===== src/rtl/uart_bridge_pkg.sv =====
// Shared types and byte codes for the UART-to-register-bus command bridge.
package uart_bridge_pkg;

  typedef enum logic [2:0] {
    StIdle,
    StGetAddrW,
    StGetAddrR,
    StGetData,
    StBusWr,
    StBusRd,
    StReply
  } bridge_state_e;

  localparam logic [7:0] CMD_WR  = 8'h57;
  localparam logic [7:0] CMD_RD  = 8'h52;
  localparam logic [7:0] RSP_OK  = 8'h4B;
  localparam logic [7:0] RSP_BAD = 8'h3F;
  localparam logic [7:0] RSP_ERR = 8'h45;

endpackage


===== src/rtl/uart_bus_bridge_if.sv =====
// RX FIFO pop side, TX FIFO push side and register bus of the command bridge.
interface uart_bus_bridge_if;
  logic       rx_ready;
  logic [7:0] rx_byte;
  logic       rx_read;
  logic       tx_full;
  logic       tx_start;
  logic [7:0] tx_data;
  logic [7:0] bus_addr;
  logic [7:0] bus_wdata;
  logic       bus_we;
  logic       bus_re;
  logic [7:0] bus_rdata;
  logic       bus_ack;

  modport master (
    input  rx_ready, rx_byte, tx_full, bus_rdata, bus_ack,
    output rx_read, tx_start, tx_data, bus_addr, bus_wdata, bus_we, bus_re
  );

  modport slave (
    output rx_ready, rx_byte, tx_full, bus_rdata, bus_ack,
    input  rx_read, tx_start, tx_data, bus_addr, bus_wdata, bus_we, bus_re
  );
endinterface


===== src/rtl/bridge_timeout_ctr.sv =====
// Saturating cycle counter with synchronous clear; expired is high while the count equals Limit.
module bridge_timeout_ctr #(
  parameter int unsigned Limit = 255
) (
  input  logic clk,
  input  logic rst,
  input  logic clr,
  input  logic en,
  output logic expired
);

  localparam int unsigned Width = (Limit > 0) ? $clog2(Limit + 1) : 1;
  localparam logic [Width-1:0] LimitW = Width'(Limit);

  logic [Width-1:0] cnt_q, cnt_d;

  always_comb begin
    cnt_d = cnt_q;
    if (clr) begin
      cnt_d = '0;
    end else if (en && (cnt_q != LimitW)) begin
      cnt_d = cnt_q + Width'(1);
    end
  end

  always_ff @(posedge clk) begin
    if (rst) begin
      cnt_q <= '0;
    end else begin
      cnt_q <= cnt_d;
    end
  end

  assign expired = (cnt_q == LimitW);

endmodule


===== src/rtl/uart_bus_bridge.sv =====
// Parses W/R commands popped from the UART RX FIFO, runs one register bus cycle and
// pushes a single reply byte into the TX FIFO.
module uart_bus_bridge
  import uart_bridge_pkg::*;
#(
  parameter int unsigned BYTE_TIMEOUT = 1000000,
  parameter int unsigned BUS_TIMEOUT  = 255
) (
  input  logic                clk,
  input  logic                rst,
  uart_bus_bridge_if.master   br,
  output logic                busy
);

  bridge_state_e state_q, state_d;

  logic [7:0] addr_q, wdata_q, reply_q;
  logic       gap_q;
  logic       pop, in_get, in_bus;
  logic       byte_expired, bus_expired;
  logic       rx_read, tx_start, bus_we, bus_re;

  assign in_get = (state_q == StGetAddrW) || (state_q == StGetAddrR) || (state_q == StGetData);
  assign in_bus = (state_q == StBusWr) || (state_q == StBusRd);
  assign pop    = rx_read;

  bridge_timeout_ctr #(
    .Limit (BYTE_TIMEOUT)
  ) u_byte_ctr (
    .clk     (clk),
    .rst     (rst),
    .clr     (pop || !in_get),
    .en      (in_get && !br.rx_ready),
    .expired (byte_expired)
  );

  bridge_timeout_ctr #(
    .Limit (BUS_TIMEOUT)
  ) u_bus_ctr (
    .clk     (clk),
    .rst     (rst),
    .clr     (!in_bus),
    .en      (in_bus),
    .expired (bus_expired)
  );

  always_ff @(posedge clk) begin
    if (rst) begin
      state_q <= StIdle;
    end else begin
      state_q <= state_d;
    end
  end

  always_comb begin
    state_d = state_q;
    unique case (state_q)
      StIdle: begin
        if (pop) begin
          if (br.rx_byte == CMD_WR) begin
            state_d = StGetAddrW;
          end else if (br.rx_byte == CMD_RD) begin
            state_d = StGetAddrR;
          end else begin
            state_d = StReply;
          end
        end
      end
      StGetAddrW: begin
        if (byte_expired) state_d = StIdle;
        else if (pop)     state_d = StGetData;
      end
      StGetAddrR: begin
        if (byte_expired) state_d = StIdle;
        else if (pop)     state_d = StBusRd;
      end
      StGetData: begin
        if (byte_expired) state_d = StIdle;
        else if (pop)     state_d = StBusWr;
      end
      StBusWr, StBusRd: begin
        if (br.bus_ack || bus_expired) state_d = StReply;
      end
      StReply: begin
        if (!br.tx_full) state_d = StIdle;
      end
      default: state_d = StIdle;
    endcase
  end

  // Strobes are masked by rst so a reset drops requests in the same cycle.
  always_comb begin
    rx_read  = 1'b0;
    tx_start = 1'b0;
    bus_we   = 1'b0;
    bus_re   = 1'b0;
    unique case (state_q)
      StIdle, StGetAddrW, StGetAddrR, StGetData: begin
        rx_read = br.rx_ready && !gap_q && !byte_expired;
      end
      StBusWr: bus_we   = 1'b1;
      StBusRd: bus_re   = 1'b1;
      StReply: tx_start = !br.tx_full;
      default: ;
    endcase
    if (rst) begin
      rx_read  = 1'b0;
      tx_start = 1'b0;
      bus_we   = 1'b0;
      bus_re   = 1'b0;
    end
  end

  // gap_q blocks the cycle after a pop while the FIFO pointer catches up.
  always_ff @(posedge clk) begin
    if (rst) begin
      gap_q   <= 1'b0;
      addr_q  <= 8'h00;
      wdata_q <= 8'h00;
      reply_q <= 8'h00;
    end else begin
      gap_q <= pop;
      if (pop && ((state_q == StGetAddrW) || (state_q == StGetAddrR))) begin
        addr_q <= br.rx_byte;
      end
      if (pop && (state_q == StGetData)) begin
        wdata_q <= br.rx_byte;
      end
      if (pop && (state_q == StIdle) && (br.rx_byte != CMD_WR) && (br.rx_byte != CMD_RD)) begin
        reply_q <= RSP_BAD;
      end
      if (state_q == StBusWr) begin
        if (br.bus_ack)       reply_q <= RSP_OK;
        else if (bus_expired) reply_q <= RSP_ERR;
      end
      if (state_q == StBusRd) begin
        if (br.bus_ack)       reply_q <= br.bus_rdata;
        else if (bus_expired) reply_q <= RSP_ERR;
      end
    end
  end

  assign br.rx_read   = rx_read;
  assign br.tx_start  = tx_start;
  assign br.tx_data   = reply_q;
  assign br.bus_addr  = addr_q;
  assign br.bus_wdata = wdata_q;
  assign br.bus_we    = bus_we;
  assign br.bus_re    = bus_re;
  assign busy         = (state_q != StIdle);

endmodule


===== src/flat_wrapper.sv =====
// flat-port wrapper written by rule: the top's interface ports become plain ports
module uart_bus_bridge_flat import uart_bridge_pkg::*;
#(
  parameter int unsigned BYTE_TIMEOUT = 1000000,
  parameter int unsigned BUS_TIMEOUT  = 255
)
  (clk, rst, busy, br_rx_ready, br_rx_byte, br_tx_full, br_bus_rdata, br_bus_ack, br_rx_read, br_tx_start, br_tx_data, br_bus_addr, br_bus_wdata, br_bus_we, br_bus_re);
  uart_bus_bridge_if br_i ();
  input  logic clk;
  input  logic rst;
  output logic busy;
  input wire logic [$bits(br_i.rx_ready)-1:0] br_rx_ready;
  input wire logic [$bits(br_i.rx_byte)-1:0] br_rx_byte;
  input wire logic [$bits(br_i.tx_full)-1:0] br_tx_full;
  input wire logic [$bits(br_i.bus_rdata)-1:0] br_bus_rdata;
  input wire logic [$bits(br_i.bus_ack)-1:0] br_bus_ack;
  output wire logic [$bits(br_i.rx_read)-1:0] br_rx_read;
  output wire logic [$bits(br_i.tx_start)-1:0] br_tx_start;
  output wire logic [$bits(br_i.tx_data)-1:0] br_tx_data;
  output wire logic [$bits(br_i.bus_addr)-1:0] br_bus_addr;
  output wire logic [$bits(br_i.bus_wdata)-1:0] br_bus_wdata;
  output wire logic [$bits(br_i.bus_we)-1:0] br_bus_we;
  output wire logic [$bits(br_i.bus_re)-1:0] br_bus_re;
  assign br_i.rx_ready = br_rx_ready;
  assign br_i.rx_byte = br_rx_byte;
  assign br_i.tx_full = br_tx_full;
  assign br_i.bus_rdata = br_bus_rdata;
  assign br_i.bus_ack = br_bus_ack;
  assign br_rx_read = br_i.rx_read;
  assign br_tx_start = br_i.tx_start;
  assign br_tx_data = br_i.tx_data;
  assign br_bus_addr = br_i.bus_addr;
  assign br_bus_wdata = br_i.bus_wdata;
  assign br_bus_we = br_i.bus_we;
  assign br_bus_re = br_i.bus_re;
  uart_bus_bridge #(.BYTE_TIMEOUT(BYTE_TIMEOUT), .BUS_TIMEOUT(BUS_TIMEOUT)) u_core (.clk(clk), .rst(rst), .br(br_i), .busy(busy));
endmodule

===== config.mk =====
export PLATFORM = sky130hd
export DESIGN_NAME = uart_bus_bridge_flat
export DESIGN_NICKNAME = d
export VERILOG_FILES = /design/src/rtl/uart_bridge_pkg.sv /design/src/rtl/uart_bus_bridge_if.sv /design/src/rtl/bridge_timeout_ctr.sv /design/src/rtl/uart_bus_bridge.sv /design/src/flat_wrapper.sv
export SDC_FILE = /design/constraint.sdc
export NUM_CORES = 1
export LEC_CHECK = 0
export BUFFER_PORTS_ARGS = -buffer_cell sky130_fd_sc_hd__buf_2
export CAP_MARGIN = 5
export CORE_ASPECT_RATIO = 0.8
export CORE_MARGIN = 3
export CORE_UTILIZATION = 55
export DETAILED_ROUTE_END_ITERATION = 8
export GPL_ROUTABILITY_DRIVEN = 0
export HOLD_SLACK_MARGIN = 0.15
export MAX_ROUTING_LAYER = met4
export PLACE_DENSITY = 0.9
export SYNTH_ARGS = -nofsm -noshare
export SYNTH_HDL_FRONTEND = slang
export SYNTH_SLANG_ARGS = --single-unit

===== constraint.sdc =====
create_clock -name clk -period 5.3 [get_ports clk]
set_clock_uncertainty 0.1 [all_clocks]
set_input_delay 0.53 -clock clk [delete_from_list [all_inputs] [get_ports clk]]
set_output_delay 0.53 -clock clk [all_outputs]
set_load 0.05 [all_outputs]

# Yosys cells after proc, flatten, opt, wreduce, memory -nomap -nowiden
# Index checks and enable logic that the tools add are counted.
# word_totals
regBits,56
word_cells,84
input_bits,21
# op_classes
n_addsub,2
n_mux,27
n_bitwise,1
eq_ne,20
reduce_logical,27
# ops
op,n
$mux W8,7
$mux W3,11
$add A20 B1 Y20 const B,1
$eq A20 B20 Y1 const B,1
$ne A20 B20 Y1 const B,1
$pmux W3 S6,1
$eq A8 B7 Y1 const B,2
$ne A8 B7 Y1 const B,2
$logic_and A1 B1 Y1,10
$eq A3 B3 Y1 const B,3
$ne A3 B1 Y1 const B,3
$add A8 B1 Y8 const B,1
$eq A8 B8 Y1 const B,1
$mux W1,8
$ne A8 B8 Y1 const B,1
$eq A3 B2 Y1 const B,2
$reduce_and A6 Y1,1
$reduce_or A2 Y1,3
$logic_not A1 Y1,5
$logic_or A1 B1 Y1,5
$ne A2 B1 Y1 const B,2
$reduce_or A4 Y1,1
$eq A3 B1 Y1 const B,1
$logic_not A3 Y1,1
other kinds (3),3

# Depth between registers and ports, before layout
# logic_depth
depth_word,15
ltp_mapped,9

# By module
# A second synthesis with hierarchy kept.
# hier_totals
cells_unflattened,309
area_unflattened_um2,2767.7
# modules_own_cells
module,cells_each,instances,area_per_inst_um2
uart_bus_bridge,141,1,1293.7
bridge_timeout_ctr (u_core.u_byte_ctr),123,1,1048.5
bridge_timeout_ctr (u_core.u_bus_ctr),45,1,425.4

# Worst setup path after synthesis
# No wires, ideal clock.
# synth_timing
kind,input to output
startpoint,input port rst
endpoint,output port br_tx_start
path_stages,2
arrival_ps,2202
setup_slack_ps,2468
t_required_ps,4670
path_buffers,1
cell_sequence,clkbuf_8 -> nor4_1
# synth_between
elab_chain_cells,1
# synth_lines
item,line,source
from (decl),flat_wrapper.sv:10,input logic rst;
$mux W1,uart_bus_bridge.sv:106,if (rst) begin
to (decl),flat_wrapper.sv:18,output wire logic [$bits(br_i.tx_start)-1:0] br_tx_start;
# No other way between the ends.

# Final worst setup path
# layout_timing
startpoint,register u_core.state_q[2]
endpoint,output port br_bus_re
# layout_between
elab_chain_cells,3
# layout_lines
item,line,source
from (decl),uart_bus_bridge.sv:15,"bridge_state_e state_q, state_d;"
from (signal assigned),uart_bus_bridge.sv:49,state_q <= StIdle;
from (signal assigned),uart_bus_bridge.sv:51,state_q <= state_d;
$eq A3 B3 Y1,uart_bus_bridge.sv:97,unique case (state_q)
$mux W1,uart_bus_bridge.sv:97,
$mux W1,uart_bus_bridge.sv:106,
to (decl),flat_wrapper.sv:23,output wire logic [$bits(br_i.bus_re)-1:0] br_bus_re;
# No other way between the ends.

==> impl_summary.txt <==
----------------------------------------------------
[Setup path]
  Worst Setup Path Type ... flip-flop to primary output
  Worst Reg-to-Reg Cells ... 6
  Worst reg2reg endpoint ... u_core.u_byte_ctr.cnt_q[19]
  Kind of end point of the critical path ... primary output
  Setup crit start kind ... flip-flop
  Worst endpoint data arrival time ... 2.15 ns
  CP required ... 4.67 ns
  Launching point of the worst reg2reg path ... u_core.state_q[0]
  Register-to-Register Setup Slack ... 2.97 ns
  Top fanout value on the critical path ... 10

[Timing]
  Final critical path time including I/O delays and setup ... 2.78 ns
  Worst-Margin Slew ... 0.726 ns
  Max Freq ... 0.360 GHz
  Final max-slew violation count ... 0
  Worst-case headroom to the max-slew limit ... 51.3%
  Tcrit/Tclk final ... 52.4%
  Unrepaired setup endpoints after global routing ... no
  Final worst setup slack ... 2.52 ns
  Summed negative setup slack over all endpoints ... 0 ns
  Setup violations, final ... 0
  Number of hold-slack violations in the final timing report ... 0

[Pwr]
  VDD IR max ... 0.188 mV
  Cell area power density ... 312 mW/mm^2
  Power after layout ... 932 uW
  Leakage power summed over all cells ... 1.27 nW

[Synth]
  Gate count after technology mapping ... 312
  Synthesis-stage register bit count ... 56
  Register area share after synthesis ... 42.0%
  Cell type with the largest total area after synthesis ... sky130_fd_sc_hd__dfxtp_1
  Post-synth top area share ... 42.0%
  Number of distinct library cells after synthesis ... 51
  Number of warning messages in the yosys log ... 0
  Number of flops mapped to enable cells by yosys ... 0
  Post-synthesis cell area ... 0.00267 mm^2
  Biggest area contributors in the synthesized netlist ... sky130_fd_sc_hd__dfxtp_1, sky130_fd_sc_hd__nor2_1, sky130_fd_sc_hd__xor2_1
  Net count after synthesis ... 336
  Share of async-settable or async-resettable flops after synthesis ... 0%
  Most used DFF post-synth ... sky130_fd_sc_hd__dfxtp_1
  Average instance area after synthesis ... 8.55 um^2

[Clock tree]
  CTS Hold Buffers Added ... 0
  Setup bufs post-CTS ... 0
  CTS resizes ... 0
  TritonCTS clock tree ... built
  Total CTS buffers ... 5
  Clock-pin slew on the worst setup and hold paths ... 0.09 ns
  CTS Root Buffer Type ... sky130_fd_sc_hd__clkbuf_8
  Number of levels in the clock H-tree ... 2
  Bufs on Longest Clock Path ... 2
  Later-pin clock latency in the skew report ... 0.31 ns
  Sink Count ... 56

[Placement]
  Pre-CTS setup slack ... 2.92 ns
  Buffers on Ports ... 49
  Cell area reported after detailed placement ... 0.00290 mm^2
  Half-perimeter wire length after detailed placement ... 4120 um

[Global route]
  Total overflow reported by the global router ... 0
  GRT Resource Usage Total ... 20.8%
  Maximum number of pins on one net before global-route repair ... 31
  Number of global-route vias before repair ... 2031
  Wire length of the first global-routing pass ... 9320 um
  Initial antenna violation count ... 0

[Routing]
  DRC viols ... 0
  Total detailed-routing wirelength ... 5540 um
  Detailed router's first-iteration violation count ... 172
  Routed via count divided by cell count ... 5.57
  Total vias in the final route ... 2312
  Total iterations of the first detailed-routing run ... 4
  Antenna viol nets, final ... 0
  Wire per inst ... 13.3 um

[Die]
  Overall die area ... 0.00573 mm^2
  Vertical extent of the die ... 68.3 um
  Standard-cell rows ... 22
  Top-Level Pins ... 50
  Initial standard-cell utilization of the core ... 57.7%
  Core box area ... 0.00462 mm^2
  Chip width ... 83.9 um

[Cells and area]
  Fin area ... 0.00299 mm^2
  Nets ... 378
  Synthesis-to-finish area growth ... 11.9%
  Antenna fix cells ... 0
  Fraction of layout instances using a drive strength above 1 ... 22.3%

[Hold path]
  Cell depth of the worst hold path ... 2
  Worst-case hold path end point ... u_core.br.tx_data[5]
  Hold Path Origin ... br_bus_rdata[5]
  Type of the worst min-delay path ... input pin to flip-flop

[Run]
  Max-cap violations ... 0

[Run status]
  Run status ... complete, no violations

----------------------------------------------------
-- where the power goes --
group	leakage (nW)	internal [mW]	switching [mW]
registers	0.453	0.443	0.0261
clock network	0.0479	0.0923	0.134
logic	0.768	0.0709	0.166
total	1.27	0.606	0.326
-- critical path, stage by stage, from the launching register on --
cell	delay, ns
sky130_fd_sc_hd__dfxtp_1	0.51
sky130_fd_sc_hd__clkinv_1	0.34
sky130_fd_sc_hd__or3_1	0.57
sky130_fd_sc_hd__nor2_1	0.14
sky130_fd_sc_hd__buf_2	0.27
-- placed cells by master (no fill, tap or decap), types with 4 or more instances in the layout --
cell and count:
sky130_fd_sc_hd__dfxtp_1 56, sky130_fd_sc_hd__nor2_1 54, sky130_fd_sc_hd__buf_2 49, sky130_fd_sc_hd__nand2_1 37, sky130_fd_sc_hd__a21oi_1 18, sky130_fd_sc_hd__nand3_1 16
sky130_fd_sc_hd__xor2_1 16, sky130_fd_sc_hd__o21ai_0 10, sky130_fd_sc_hd__xnor2_1 9, sky130_fd_sc_hd__nor3_1 8, sky130_fd_sc_hd__mux2i_1 8, sky130_fd_sc_hd__inv_1 6
sky130_fd_sc_hd__clkbuf_8 5, sky130_fd_sc_hd__nor4_1 4, sky130_fd_sc_hd__and3_1 4, sky130_fd_sc_hd__nand4_1 4, sky130_fd_sc_hd__o211a_1 4
-- through the flow --
step / hold WS, ns / instances / utilization [%]
2_1_floorplan: 0.371 / 312 / -
3_3_place_gp: 0.344 / 407 / 62.7
3_5_place_dp: 0.346 / 407 / 62.7
4_1_cts: 0.342 / 415 / 64.6
5_1_grt: 0.354 / 415 / 64.6
6_report: 0.343 / 415 / 64.6
-- state kept, by name, summed over array words and instances (netlist names) --
register	flops
u_core.state_q	3
u_core.br.tx_data	8
u_core.gap_q	1
u_core.br.bus_addr	8
u_core.u_bus_ctr.cnt_q	8
u_core.br.bus_wdata	8
u_core.u_byte_ctr.cnt_q	20
-- cell usage after synthesis (3+ instances only) --
library cell / n
sky130_fd_sc_hd__a211oi_1: 3
sky130_fd_sc_hd__a21oi_1: 18
sky130_fd_sc_hd__and3_1: 4
sky130_fd_sc_hd__clkbuf_1: 9
sky130_fd_sc_hd__dfxtp_1: 56
sky130_fd_sc_hd__ha_1: 3
sky130_fd_sc_hd__inv_1: 6
sky130_fd_sc_hd__mux2i_1: 8
sky130_fd_sc_hd__nand2_1: 37
sky130_fd_sc_hd__nand3_1: 16
sky130_fd_sc_hd__nand4_1: 4
sky130_fd_sc_hd__nor2_1: 54
sky130_fd_sc_hd__nor3_1: 8
sky130_fd_sc_hd__nor4_1: 4
sky130_fd_sc_hd__nor4b_2: 3
sky130_fd_sc_hd__o211a_1: 4
sky130_fd_sc_hd__o21ai_0: 11
sky130_fd_sc_hd__xnor2_1: 9
sky130_fd_sc_hd__xor2_1: 16
-- cell type report --
class / instances / area [um^2]
flip-flops and latches: 56 / 1120
repair buffers: 50 / 253
inverters: 7 / 26.3
fillers: 391 / 1640
clock buffers: 5 / 68.8
well taps: 60 / 75.1
multi-input cells: 234 / 1420
clock inverters: 3 / 18.8
-- worst max-delay path by stage --
stage / startpoint / end / slack [ns] / cells after the start
after detailed placement: u_core.state_q[2] / br_bus_re / 2.92 / 4
after global placement: u_core.state_q[2] / br_bus_re / 2.96 / 4
after floorplan: rst / br_tx_start / 2.47 / 2
after global routing: u_core.state_q[2] / br_bus_re / 2.38 / 4
after CTS: u_core.state_q[2] / br_bus_re / 2.55 / 4
final: u_core.state_q[2] / br_bus_re / 2.52 / 4
-- layer usage --
metal | vias up | global-route usage (%) | routed length, um | part of all wire (%)
met4 | 0 | 6.22 | 68 | 1.2
met1 | 1087 | 27.4 | 2660 | 48
met3 | 7 | 4.09 | 274 | 4.9
met5 | - | - | 0 | 0
li1 | 1162 | - | - | -
met2 | 56 | 32.9 | 2530 | 46
-- cell families (layout without fill, tap and decap cells) --
group,Yosys count,after routing,share of synthesized area (%)
simple gates,147,147,27.6
flops,56,56,42.0
fa+ha+maj,3,3,1.41
xor+xnor,25,25,8.21
compound gates,51,51,13.1
mux,8,8,3.00
buf+inv,22,65,4.64
No activity file was read; power rests on OpenSTA's default activity.
